===== config.mk =====
export PLATFORM = sky130hd
export DESIGN_NAME = key_event_ctrl
export DESIGN_NICKNAME = d
export VERILOG_FILES = /design/src/rtl/key_event_pkg.sv /design/src/rtl/key_event_fifo.sv /design/src/rtl/key_event_ctrl.sv
export SDC_FILE = /design/constraint.sdc
export NUM_CORES = 1
export LEC_CHECK = 0
export ABC_CLOCK_PERIOD_IN_PS = 2400
export CAP_MARGIN = 30
export CORE_MARGIN = 5
export CORE_UTILIZATION = 50
export CTS_CLUSTER_SIZE = 10
export DETAILED_ROUTE_END_ITERATION = 10
export PLACE_DENSITY = 0.69
export SLEW_MARGIN = 20
export SYNTH_ARGS = -nofsm -noshare
export SYNTH_HDL_FRONTEND = slang
export SYNTH_SLANG_ARGS = --single-unit

===== constraint.sdc =====
create_clock -name clk -period 2.4 [get_ports clk]
set_input_delay 0.36 -clock clk [delete_from_list [all_inputs] [get_ports clk]]
set_output_delay 0.36 -clock clk [all_outputs]
set_load 0.02 [all_outputs]

===== src/rtl/key_event_pkg.sv =====
// Shared types for the key event controller: event type codes, FSM states
// and the highest valid key index.
package key_event_pkg;

    typedef enum logic [1:0] {
        EV_PRESS   = 2'd0,
        EV_LONG    = 2'd1,
        EV_REPEAT  = 2'd2,
        EV_RELEASE = 2'd3
    } ev_type_e;

    typedef enum logic [1:0] {
        ST_IDLE   = 2'd0,
        ST_HELD   = 2'd1,
        ST_REPEAT = 2'd2
    } state_e;

    localparam logic [2:0] KEY_MAX = 3'd4;
    localparam int         EV_W    = 5;

    function automatic logic [EV_W-1:0] pack_event(input logic [2:0] code, input ev_type_e kind);
        return {code, kind};
    endfunction

endpackage


===== src/rtl/key_event_fifo.sv =====
// First-word-fall-through event queue; a push into a full queue is accepted
// when a pop happens in the same cycle.
module key_event_fifo #(
    parameter int DEPTH = 4,
    parameter int W     = 5
) (
    input  logic         clk,
    input  logic         reset,
    input  logic         push,
    input  logic [W-1:0] push_data,
    input  logic         pop,
    output logic [W-1:0] rd_data,
    output logic         full,
    output logic         empty
);

    localparam int AW = $clog2(DEPTH);

    logic [W-1:0] mem_q [DEPTH];
    logic [W-1:0] mem_d [DEPTH];
    logic [AW:0]  wr_ptr_q, wr_ptr_d;
    logic [AW:0]  rd_ptr_q, rd_ptr_d;
    logic         do_push, do_pop;

    // Pointers carry one wrap bit so full and empty are distinguishable.
    assign empty   = (wr_ptr_q == rd_ptr_q);
    assign full    = (wr_ptr_q[AW] != rd_ptr_q[AW]) && (wr_ptr_q[AW-1:0] == rd_ptr_q[AW-1:0]);
    assign do_pop  = pop && !empty;
    assign do_push = push && (!full || do_pop);
    assign rd_data = mem_q[rd_ptr_q[AW-1:0]];

    always_comb begin
        mem_d    = mem_q;
        wr_ptr_d = wr_ptr_q;
        rd_ptr_d = rd_ptr_q;
        if (do_push) begin
            mem_d[wr_ptr_q[AW-1:0]] = push_data;
            wr_ptr_d                = wr_ptr_q + (AW+1)'(1);
        end
        if (do_pop) begin
            rd_ptr_d = rd_ptr_q + (AW+1)'(1);
        end
    end

    always_ff @(posedge clk or posedge reset) begin
        if (reset) begin
            wr_ptr_q <= '0;
            rd_ptr_q <= '0;
            for (int i = 0; i < DEPTH; i++) begin
                mem_q[i] <= '0;
            end
        end else begin
            wr_ptr_q <= wr_ptr_d;
            rd_ptr_q <= rd_ptr_d;
            mem_q    <= mem_d;
        end
    end

endmodule


===== src/rtl/key_event_ctrl.sv =====
// Converts debounced press/release ticks into queued PRESS, LONG, REPEAT and
// RELEASE events for the menu logic.
module key_event_ctrl
    import key_event_pkg::*;
#(
    parameter int LONG_CYC   = 50_000_000,
    parameter int REP_CYC    = 10_000_000,
    parameter int CNT_W      = 26,
    parameter int FIFO_DEPTH = 4
) (
    input  logic       clk,
    input  logic       reset,
    input  logic       pos_tick,
    input  logic       neg_tick,
    input  logic [2:0] kcode,
    input  logic       sw_clear,
    input  logic       ev_rd,
    input  logic       ovf_clr,
    output logic       ev_valid,
    output logic [2:0] ev_code,
    output logic [1:0] ev_type,
    output logic       overflow,
    output logic       busy
);

    localparam logic [CNT_W-1:0] LONG_LAST = CNT_W'(LONG_CYC - 1);
    localparam logic [CNT_W-1:0] REP_LAST  = CNT_W'(REP_CYC - 1);

    state_e             state_q, state_d;
    logic [CNT_W-1:0]   cnt_q, cnt_d;
    logic [2:0]         cur_key_q, cur_key_d;
    logic               overflow_q, overflow_d;
    logic               push, pop, drop, release_ev;
    logic [2:0]         push_code;
    ev_type_e           push_type;
    logic [EV_W-1:0]    fifo_rd;
    logic               fifo_full, fifo_empty;

    assign release_ev = neg_tick || sw_clear;

    // Release takes priority over a counter terminal so only RELEASE is queued.
    always_comb begin
        state_d   = state_q;
        cnt_d     = cnt_q;
        cur_key_d = cur_key_q;
        push      = 1'b0;
        push_code = cur_key_q;
        push_type = EV_PRESS;
        case (state_q)
            ST_IDLE: begin
                if (pos_tick && (kcode <= KEY_MAX)) begin
                    cur_key_d = kcode;
                    push      = 1'b1;
                    push_code = kcode;
                    cnt_d     = '0;
                    state_d   = ST_HELD;
                end
            end
            ST_HELD: begin
                if (release_ev) begin
                    push      = 1'b1;
                    push_type = EV_RELEASE;
                    cnt_d     = '0;
                    state_d   = ST_IDLE;
                end else if (cnt_q == LONG_LAST) begin
                    push      = 1'b1;
                    push_type = EV_LONG;
                    cnt_d     = '0;
                    state_d   = ST_REPEAT;
                end else begin
                    cnt_d = cnt_q + CNT_W'(1);
                end
            end
            ST_REPEAT: begin
                if (release_ev) begin
                    push      = 1'b1;
                    push_type = EV_RELEASE;
                    cnt_d     = '0;
                    state_d   = ST_IDLE;
                end else if (cnt_q == REP_LAST) begin
                    push      = 1'b1;
                    push_type = EV_REPEAT;
                    cnt_d     = '0;
                end else begin
                    cnt_d = cnt_q + CNT_W'(1);
                end
            end
            default: begin
                state_d = ST_IDLE;
                cnt_d   = '0;
            end
        endcase
    end

    assign pop  = ev_rd && !fifo_empty;
    assign drop = push && fifo_full && !pop;

    always_comb begin
        overflow_d = overflow_q;
        if (drop) begin
            overflow_d = 1'b1;
        end else if (ovf_clr) begin
            overflow_d = 1'b0;
        end
    end

    always_ff @(posedge clk or posedge reset) begin
        if (reset) begin
            state_q    <= ST_IDLE;
            cnt_q      <= '0;
            cur_key_q  <= '0;
            overflow_q <= 1'b0;
        end else begin
            state_q    <= state_d;
            cnt_q      <= cnt_d;
            cur_key_q  <= cur_key_d;
            overflow_q <= overflow_d;
        end
    end

    key_event_fifo #(
        .DEPTH (FIFO_DEPTH),
        .W     (EV_W)
    ) u_fifo (
        .clk       (clk),
        .reset     (reset),
        .push      (push),
        .push_data (pack_event(push_code, push_type)),
        .pop       (pop),
        .rd_data   (fifo_rd),
        .full      (fifo_full),
        .empty     (fifo_empty)
    );

    assign ev_valid = !fifo_empty;
    assign ev_code  = fifo_rd[4:2];
    assign ev_type  = fifo_rd[1:0];
    assign overflow = overflow_q;
    assign busy     = (state_q != ST_IDLE);

endmodule


After elaboration in Yosys (flattened, before gate mapping)
Index checks and enable logic that the tools add are counted.

Register bits: 58. Bits of input ports: 10. Output and inout bits: 8. Logic and storage cells: 78.

Add/sub/neg operators: 3. Magnitude comparators: 4. Equal/unequal tests: 10. Muxes and demuxes: 32. Bitwise gates (word level): 2. Reductions and logical operators: 17.

Operators by type and width (count): $mux W26 (5); $pmux W26 S3 (1); $add A26 B1 Y26 const B (1); $eq A26 B24 Y1 const B (1); $eq A26 B26 Y1 const B (1); $bwmux W20 (1); $mux W5 (3); $mux W2 (7); $bmux W5 S2 (1); $demux W5 S2 (1); $logic_and A1 B1 Y1 (8); $mux W1 (8); $add A3 B1 Y3 const B (2); $ge A3 B3 Y1 const B (2); $mux W3 (2); $not A2 Y3 (2); $pmux W2 S3 (1); $ne A2 B2 Y1 const B (2); $pmux W2 S2 (1); $reduce_bool A2 Y1 (2); $eq A3 B3 Y1 (1); $le A3 B3 Y1 const B (1); $logic_not A1 Y1 (3); $lt A3 B1 Y1 const B (1); other kinds (9) (10).

Logic depth before layout (Yosys ltp)
Depth after elaboration: 7. Mapped depth: 8. Mapped depth without buffers: 7.

Cells and area by module
Synthesis repeated with hierarchy kept, for this count alone.

Cells, all modules: 308. Area total of the unflattened synthesis: 3473.3 um^2.

Modules (own cells, without submodules): key_event_ctrl (instances 1, cells an instance 223, area an instance 2073.2 um^2); key_event_fifo (instances 1, cells an instance 85, area an instance 1400.1 um^2).

Worst setup path before layout
No wires, ideal clock.

Path type: register to register. From: register state_q[0]. To: register u_fifo.mem_q[10] (netlist name). Arrival: 2047 ps. Required time: 2275 ps. Setup slack: 228 ps. Cell stages (with the launch flop): 8. Path buffers: 0. Period minus slack after synthesis: 2172 ps. Cell sequence: dfrtp_1 inv_1 ha_1 inv_1 nand4_1 a2111oi_4 o211ai_1 mux2_2.

Word-level cells in the longest chain between the ends: 3. Elaborated cells on any way between the ends: 7. Those cells by class: 2 x eq/ne; 3 x mux; 2 x reduce/logical.

RTL lines: start: declaration (line key_event_ctrl.sv:29) `state_e state_q, state_d;`; start signal: assignment (line key_event_ctrl.sv:114) `state_q <= state_d;`; $eq A2 B2 Y1, or another cell as far along (line key_event_ctrl.sv:49) `case (state_q)`; $pmux W2 S2 or $pmux W1 S3 (tied branches) (line key_event_ctrl.sv:49); $bwmux W20 or $logic_and A1 B1 Y1 (tied branches) (line key_event_fifo.sv:37, key_event_fifo.sv:29); end signal: assignment (line key_event_fifo.sv:55) `mem_q <= mem_d;`; end: declaration (line key_event_fifo.sv:19) `logic [W-1:0] mem_q [DEPTH];`.

Parallel ways exist; a longest one is shown, timed or not. A chain may end at the register's enable or synchronous reset.

Worst setup path in the final report
From: register u_fifo.rd_ptr_q[0]. To: output port ev_code[0].

Word-level cells in the longest chain between the ends: 4.

RTL lines: start: declaration (line key_event_fifo.sv:22) `logic [AW:0] rd_ptr_q, rd_ptr_d;`; start signal: assignment (line key_event_fifo.sv:54) `rd_ptr_q <= rd_ptr_d;`; $not A2 Y3 (not written as such) (line key_event_fifo.sv:30) `assign rd_data = mem_q[rd_ptr_q[AW-1:0]];`; $bmux W5 S2 (line key_event_fifo.sv:30); $mux W5 (not written as such) (2 in a row) (line key_event_fifo.sv:30); end: declaration (line key_event_ctrl.sv:20) `output logic [2:0] ev_code,`.

No other way between the ends. The select of a mux whose other input is x is not followed.

==> results.sh <==
export IMPL_status="finished clean"
export IMPL_grt_pass1_vias=2620
export IMPL_max_freq_mhz=434
export IMPL_post_route_min_period_ns=2.30
export IMPL_synth_compound_area_share_pct=14.6
export IMPL_synth_edf_count=0
export IMPL_firstDrtPassIters=4
export IMPL_grt_util_met1_pct=29.4
export IMPL_seq_area_frac_synth_pct=44.7
export IMPL_row_count=29
export IMPL_post_place_ws_ns=-0.0230
export IMPL_die_w_um=90.6
export IMPL_grt_overflow=0
export IMPL_holdWs_ns=0.391
export IMPL_die_area_sq_um=8200
export IMPL_grt_busiest_layer="met1"
export IMPL_fin_skew_ns=0.00515
export IMPL_hold_viol_final=0
export IMPL_setup_viol=0
export IMPL_yosysMostFrequentCell="dfrtp_1"
export IMPL_core_area_sq_um=6310
export IMPL_nFillCells=519
export IMPL_syn_nets=321
export IMPL_synthAdderAreaFrac_pct=3.86
export IMPL_gp_congestion=0.814
export IMPL_cts_tree="done"
export IMPL_die_y_um=90.6
export IMPL_rsz0062_at_grt="no"
export IMPL_power_density_nw_per_um2=991
export IMPL_required_ns=2.04
export IMPL_final_max_slew_viol_count=0
export IMPL_cts_sinks=58
export IMPL_track_usage_pct=19.6
export IMPL_synth_top_family_by_area="simple AND/OR/NAND/NOR gates"
export IMPL_io_pins=18
export IMPL_vias=2616
export IMPL_path_clk_slew_ns=0.07
export IMPL_tightest_slew_ns=0.554
export IMPL_drive_gt1_share_pct=24.9
export IMPL_r2r_start="cnt_q[17]"
export IMPL_netlist_area_sq_um=3240
export IMPL_grt_pass1_wl_um=13100
export IMPL_ir_worst_vdd_v=0.000802
export IMPL_use_met3_pct=3.58
export IMPL_gr_usage_met2_pct=27.4
export IMPL_yosys_area_top_type="dfrtp_1"
export IMPL_antenna_found_initial=0
export IMPL_synth_async_reset_ratio_pct=100
export IMPL_synthTopCellsByArea="dfrtp_1 (45%), mux2_2 (8.7%), ha_1 (3.9%), xnor2_1 (3.5%), mux4_2 (3.5%)"
export IMPL_worst_r2r_cell_count=7
export IMPL_multiInputGateArea_sq_um=1720
export IMPL_timing_setup_tns_ns=0
export IMPL_worstPathArrival_ns=1.94
export IMPL_fin_ws_ns=0.0968
export IMPL_wire_per_inst_um=17.2
export IMPL_antenna_cells=0
export IMPL_ys_types=48
export IMPL_syn_avg_cell_area_sq_um=10.8
export IMPL_ys_ff_latch=58
export IMPL_synth_ff_type="dfrtp_1"
export IMPL_cts_inserted_buffers=9
export IMPL_clock_path_buffers=2
export IMPL_seqCellArea_sq_um=1450
export IMPL_critPathKind="reg2out"
export IMPL_grt_max_degree=36
export IMPL_crit_start="u_fifo.rd_ptr_q[0]"
export IMPL_r2r_slack_ns=0.13
export IMPL_clockRootBuffer="clkbuf_8"
export IMPL_cp_end_kind="primary output"
export IMPL_timing_final_crit_share_pct=96.0
export IMPL_yosysTopAreaCellShare_pct=44.7
export IMPL_placed_cells=417
export IMPL_ctsHoldBuffers=0
export IMPL_startpoint_type="register"
export IMPL_netlist_top_cells_count="dfrtp_1 (58), mux2_2 (25), nand2_1 (23), nor2_1 (16)"
export IMPL_worstSetupEndpoint="ev_code[0]"
export IMPL_hp_class="in2async"
export IMPL_cellLeakagePower_nw=1.64
export IMPL_start_util_pct=51.4
export IMPL_drt_iter0_markers=234
export IMPL_clkLatencyLatePin_ns=0.34
export IMPL_syn2layout_area_growth_pct=21.9
export IMPL_numPortBuffers=17
export IMPL_layout_cells_non_filler=435
export IMPL_layout_nets=373
export IMPL_synth_xor_area_share_pct=4.32
export IMPL_path_max_fanout=6
export IMPL_yosys_area_share_simple_pct=17.9
export IMPL_hpwl_um=5360
export IMPL_ctsHtreeMaxLevel=3
export IMPL_syn_inst=301
export IMPL_yosysWarnings=0
export IMPL_reg2reg_to="u_fifo.mem_q[8]"
export IMPL_antenna_left=0
export IMPL_viasPerCell=6.01
export IMPL_muxShareOfSynthArea_pct=12.1
export IMPL_max_slew_margin_rel_pct=63.0
export IMPL_wirelength_um=7460
export IMPL_max_cap_violations=0
export IMPL_drc=0
## critical path, cell delays in order, from the launching register on
cell	delay (ns)
dfrtp_2	0.50
mux4_2	0.54
clkdlybuf4s50_1	0.56
## state kept, by name (all words and copies together) (netlist names)
| signal | count |
|---|---|
| cur_key_q | 3 |
| state_q | 2 |
| u_fifo.mem_q | 20 |
| u_fifo.wr_ptr_q | 3 |
| overflow | 1 |
| cnt_q | 26 |
| u_fifo.rd_ptr_q | 3 |
## cell usage in the layout, fill, tap and decap left out, types with 6 or more instances in the layout
master,instances
a21o_1,6
nand3_1,9
mux2_2,25
nor3_1,7
o21ai_0,11
buf_4,30
ha_1,10
or3_1,8
o21a_1,6
clkbuf_8,9
dfrtp_1,57
nor2_1,16
nand4_1,13
xnor2_1,13
clkdlybuf4s50_1,16
inv_1,10
nor4_1,7
a21oi_1,11
nand2_1,23
## cell type report
type / instances / area share (%)
Clock buffer: 9 / 3.13
Clock inverter: 7 / 2.56
Inverter: 11 / 1.04
Multi-Input combinational cell: 225 / 43.5
Sequential cell: 58 / 36.7
Tap cell: 77 / 2.44
Timing Repair Buffer: 48 / 10.6
## routing by layer
layer / up-vias / share of wire, %
met5: - / 0
met4: 0 / 1.6
met3: 11 / 5.6
met2: 76 / 44
met1: 1285 / 48
li1: 1244 / -
## stage by stage
stage / utilization (%) / total power, mW / cell area [sq um]
6_report: 62.6 / 3.92 / 3950
2_1_floorplan: - / 2.37 / 3240
4_1_cts: 62.2 / 3.95 / 3930
3_3_place_gp: 58.7 / 2.85 / 3700
3_5_place_dp: 58.7 / 2.90 / 3700
5_1_grt: 62.6 / 4.17 / 3950
## kinds of logic (layout without fill, tap and decap cells)
kind of cell	after synthesis	count (layout)
xor+xnor	16	16
buf+inv	18	75
fa+ha+maj	10	10
mux	30	30
compound gates	62	62
simple gates	107	107
flops	58	58
## report_power, final
group | switching (mW) | internal, mW | total (mW)
Clock | 0.437 | 0.593 | 1.03
Sequential | 0.200 | 1.22 | 1.42
Combinational | 0.706 | 0.761 | 1.47
Total | 1.34 | 2.58 | 3.92
## worst min path at each step
stage	from	end	slack, ns
after floorplan	u_fifo.rd_ptr_q[2]	u_fifo.rd_ptr_q[2]	0.47
after global placement	u_fifo.mem_q[16]	u_fifo.mem_q[16]	0.48
after detailed placement	u_fifo.rd_ptr_q[2]	u_fifo.rd_ptr_q[2]	0.49
after CTS	reset	cnt_q[5]	0.41
after global routing	reset	cnt_q[21]	0.45
final	reset	overflow	0.39
## timing repair
action	4_1_cts	5_1_grt
setup buffers	0	1
gates resized for setup	1	2
setup endpoints to repair	5	22
pin swaps	0	1
endpoints found under the hold margin	0	0
Note: power is estimated with default switching activity, not from simulation.
==> patch 1: new RTL, same settings <==
Make the reset (`reset`) synchronous in 2 clocked blocks.
--- a/src/rtl/key_event_fifo.sv
+++ b/src/rtl/key_event_fifo.sv
@@ -44,3 +44,3 @@
 
-    always_ff @(posedge clk or posedge reset) begin
+    always_ff @(posedge clk) begin
         if (reset) begin
--- a/src/rtl/key_event_ctrl.sv
+++ b/src/rtl/key_event_ctrl.sv
@@ -106,3 +106,3 @@
 
-    always_ff @(posedge clk or posedge reset) begin
+    always_ff @(posedge clk) begin
         if (reset) begin
Check against the original RTL: differs if reset is asserted again (counterexample within 4 cycles, from zero or initial values and one cycle with reset high); with reset held inactive, the same outputs for 4 cycles.
==> patch 1 against the unedited design <==
Final area decreased by 4.1%; routed wire length decreased by 8.1%; register-to-register slack got worse by 0.08 ns; sequential cell count unchanged; sequential share of layout area decreased by 6.0 points; highest routed layer unchanged; via count decreased by 2.4%; worst hold slack improved by 0.091 ns; critical path depth increased by 4; setup slack got worse by 0.049 ns; synthesized area decreased by 5.5%; largest cell class unchanged; synthesized cell count increased by 10%; core utilization increased by 1.0 points.
Power is not compared: it rests on default switching activity, and its combinational part moved more than twofold at a synthesized area within 25%.
==> patch 1: results (changes against the unedited design) <==
[worst_setup_path]
startpoint = cnt_q[9]$_SDFFE_PP0P_  ; was u_fifo.rd_ptr_q[0]$_DFFE_PP0P_
reg2reg_depth = 6  ; was 7
arrival_ns = 2.59  ; was 1.94 ns
r2r_end = u_fifo.mem_q[15]$_SDFFE_PP0P_  ; was u_fifo.mem_q[8]$_DFFE_PP0P_
r2r_start = cnt_q[9]$_SDFFE_PP0P_  ; was cnt_q[17]$_DFFE_PP0P_
endpoint = u_fifo.mem_q[15]$_SDFFE_PP0P_  ; was ev_code[0]

[drt]
vias = 2554  ; was 2616
wl_met3_um = 229  ; was 420 um
wirelength_um = 6859  ; was 7462 um
drtIter0Drc = 75  ; was 234
wl_met1_um = 3127  ; was 3606 um

[outcome]
outcome = finished clean  ; unchanged

[global_route]
grt_start_max_net_pins = 25  ; was 36
grt_pass1_wl_um = 11610  ; was 13090 um
grt_usage_pct = 19.36  ; was 19.64%
grt_pass1_vias = 2533  ; was 2620

[synth]
synth_nets = 352  ; was 321
seq_area_frac_synth_pct = 37.86  ; was 44.74%
synth.cells.most_frequent = 58 x dfxtp_1, 23 x nand2_1, 22 x nor3_1  ; was 58 x dfrtp_1, 25 x mux2_2, 23 x nand2_1
synth.distinct_cells = 49  ; was 48
synth.area.top_cells = dfxtp_1 38%, ha_1 4.1%, mux2i_1 3.9%, xor2_1 3.7%, mux4_2 3.7%  ; was dfrtp_1 45%, mux2_2 8.7%, ha_1 3.9%, xnor2_1 3.5%, mux4_2 3.5%
async_reset_ff_share_pct = 0  ; was 100.0%

[timing]
fin_crit_ns = 2.352  ; was 2.303 ns
skew_ns = 0.006287  ; was 0.005148 ns

[hold_path]
hp-class = reg2reg  ; was in2async

[place]
place_congestion = 0.8447  ; was 0.8143
detailed_place_hpwl_um = 4999  ; was 5364 um

[final_layout]
nets = 401  ; was 373
layout-drive-gt1-share_pct = 21.24  ; was 24.86%
nFillCells = 518  ; was 519

[patch 1: worst min-delay path by stage]
stage	startpoint	end	slack, ns	cells after the start
after floorplan	u_fifo.mem_q[6]$_SDFFE_PP0P_	u_fifo.mem_q[6]$_SDFFE_PP0P_	0.45	2
after global placement	u_fifo.mem_q[11]$_SDFFE_PP0P_	u_fifo.mem_q[11]$_SDFFE_PP0P_	0.46	2
after detailed placement	u_fifo.mem_q[11]$_SDFFE_PP0P_	u_fifo.mem_q[11]$_SDFFE_PP0P_	0.47	2
after CTS	u_fifo.mem_q[11]$_SDFFE_PP0P_	u_fifo.mem_q[11]$_SDFFE_PP0P_	0.48	2
after global routing	u_fifo.mem_q[11]$_SDFFE_PP0P_	u_fifo.mem_q[11]$_SDFFE_PP0P_	0.50	2
final	u_fifo.mem_q[16]$_SDFFE_PP0P_	u_fifo.mem_q[16]$_SDFFE_PP0P_	0.48	2
[patch 1: repair_timing]
action / CTS / global route
pin swaps: 1 / 2
buffers inserted: 0 / 2
resized for setup: 1 / 9
setup endpoints to repair: 17 / 29
hold buffers: 0 / 0
[patch 1: cell type report]
cell class	instances	share of cell area, %
Multi-Input combinational cell	250	48.42
Sequential cell	58	30.69
Timing Repair Buffer	52	11.65
Clock buffer	11	3.729
Tap cell	75	2.475
Clock inverter	5	2.046
Inverter	10	0.9901
[patch 1: layer usage]
| metal | track usage [%] | vias up |
|---|---|---|
| li1 | - | 1296 |
| met1 | 22.77 | 1212 |
| met2 | 32.43 | 31 |
| met3 | 4.842 | 15 |
| met4 | 10.30 | 0 |
| met5 | 0 | - |
[patch 1: critical path, stage by stage, from the launching register on]
cell,delay [ns]
dfxtp_2,0.32
or4b_4,0.52
or4_4,0.45
a2111oi_4,0.34
or2_4,0.24
nand2_4,0.08
mux2_4,0.30
[patch 1: logic make-up (layout without fill, tap and decap cells)]
| family | count (synthesis) | after routing | synth area share, % |
|---|---|---|---|
| compound gates | 41 | 41 | 9.466 |
| buf+inv | 24 | 78 | 3.223 |
| xor+xnor | 23 | 23 | 6.569 |
| simple gates | 151 | 151 | 27.54 |
| flops | 58 | 58 | 37.86 |
| fa+ha+maj | 10 | 10 | 4.080 |
| mux | 25 | 25 | 11.26 |
[patch 1: report_power, final]
| group | internal, W | switching (W) |
|---|---|---|
| combinational | 0.000167 | 0.000207 |
| clock | 0.000609 | 0.000402 |
| sequential | 0.000985 | 0.0000175 |
[patch 1: stage by stage]
step                cell area, um2  instances  hold WS [ns]
floorplan                     3075        332        0.4493
global placement              3521        443        0.4584
detailed placement            3521        443        0.4684
CTS                           3742        459        0.4801
global route                  3791        461        0.4992
finish                        3791        461        0.4824
==> patch 2: new RTL, same settings <==
Made on the original files. The parameter `FIFO_DEPTH` goes from 4 to 8.
--- a/src/rtl/key_event_ctrl.sv
+++ b/src/rtl/key_event_ctrl.sv
@@ -8,3 +8,3 @@
     parameter int CNT_W      = 26,
-    parameter int FIFO_DEPTH = 4
+    parameter int FIFO_DEPTH = 8
 ) (
Check against the original RTL: not equivalent (a bounded check fails within 10 cycles, from zero or initial values and one cycle with reset high).
==> patch 2 against the unedited design <==
The run now ends with negative setup slack left; maximum frequency fell by 11%; sequential cell count grew 22; routed wire length up 27%; setup slack worse by 0.28 ns; final area up 35%; via count increased by 20%; synthesized area grew 29%; sequential share of layout area grew 0.84 points; power increased by 40%.
==> patch 2: results (changes against the unedited design) <==
[worst_setup_path]
endpoint = u_fifo.mem_q[34]$_DFFE_PP0P_  ; was ev_code[0]
worstSetupPathType = reg2reg  ; was reg2out
reg2reg_depth = 8  ; was 7
arrival_ns = 2.82  ; was 1.94 ns
slowest_stage = or4b_4  ; was clkdlybuf4s50_1

[synth]
synth_nets = 377  ; was 321
seq_area_frac_synth_pct = 47.90  ; was 44.74%
synth.cells.most_frequent = 80 x dfrtp_1, 40 x mux2_2, 30 x nor2_1  ; was 58 x dfrtp_1, 25 x mux2_2, 23 x nand2_1

[drt]
vias = 3150  ; was 2616
drtIter0Drc = 110  ; was 234

[cts]
clk_pin_slew_ns = 0.09  ; was 0.07 ns
ctsResizeCount = 31  ; was 1

[place]
place_area_um2 = 4921  ; was 3704 um2
detailed_place_hpwl_um = 6598  ; was 5364 um

[global_route]
grt_start_max_net_pins = 33  ; was 36
grtUsageMet2_pct = 31.54  ; was 27.42%
gr-usage-met3_pct = 3.788  ; was 3.583%
grt_pass1_vias = 3335  ; was 2620

[final_layout]
reg_top3 = u_fifo.mem_q x40, cnt_q x26  ; was cnt_q x26, u_fifo.mem_q x20
fin_cells = 560  ; was 435

[outcome]
outcome = finished with violations  ; was finished clean
violations = negative setup slack

[timing]
skew_ns = 0.01309  ; was 0.005148 ns
worst_slew_pin_slew_ns = 0.6498  ; was 0.5544 ns
fin_ws_ns = -0.1798  ; was 0.09680 ns
setup_violations = 40  ; was 0
worst_hold_slack_ns = 0.4238  ; was 0.3911 ns

[power]
seqPwrFrac_pct = 36.4  ; was 36.3%
leakagePower_nw = 2.394  ; was 1.643 nW

-- patch 2: worst register-to-register path, cell delays in order (launching register included) --
cell and delay, ns:
dfrtp_1 0.37, inv_2 0.06, ha_4 0.16, or3_4 0.35, nor4_4 0.16, a41oi_2 0.07, o31a_1 0.39, or4b_4 0.59
mux2_4 0.33
-- patch 2: logic make-up (layout without fill, tap and decap cells) --
group | Yosys count | in the layout | share of synthesized area, %
adder cells (fa/ha/maj) | 7 | 7 | 2.096
AO/OA/AOI/OAI | 46 | 46 | 7.246
XOR/XNOR | 23 | 23 | 4.820
buffers and inverters | 22 | 117 | 2.694
flip-flops | 80 | 80 | 47.90
multiplexers | 60 | 60 | 19.58
AND/OR/NAND/NOR | 122 | 122 | 15.66
-- patch 2: area by class of cell --
type	instances	area [um2]	area share, %
Clock buffer	11	141.4	2.654
Clock inverter	5	65.06	1.221
Timing Repair Buffer	92	763.2	14.33
Tap cell	105	131.4	2.466
Multi-Input combinational cell	258	2187	41.05
Inverter	9	37.54	0.7046
Sequential cell	80	2002	37.58
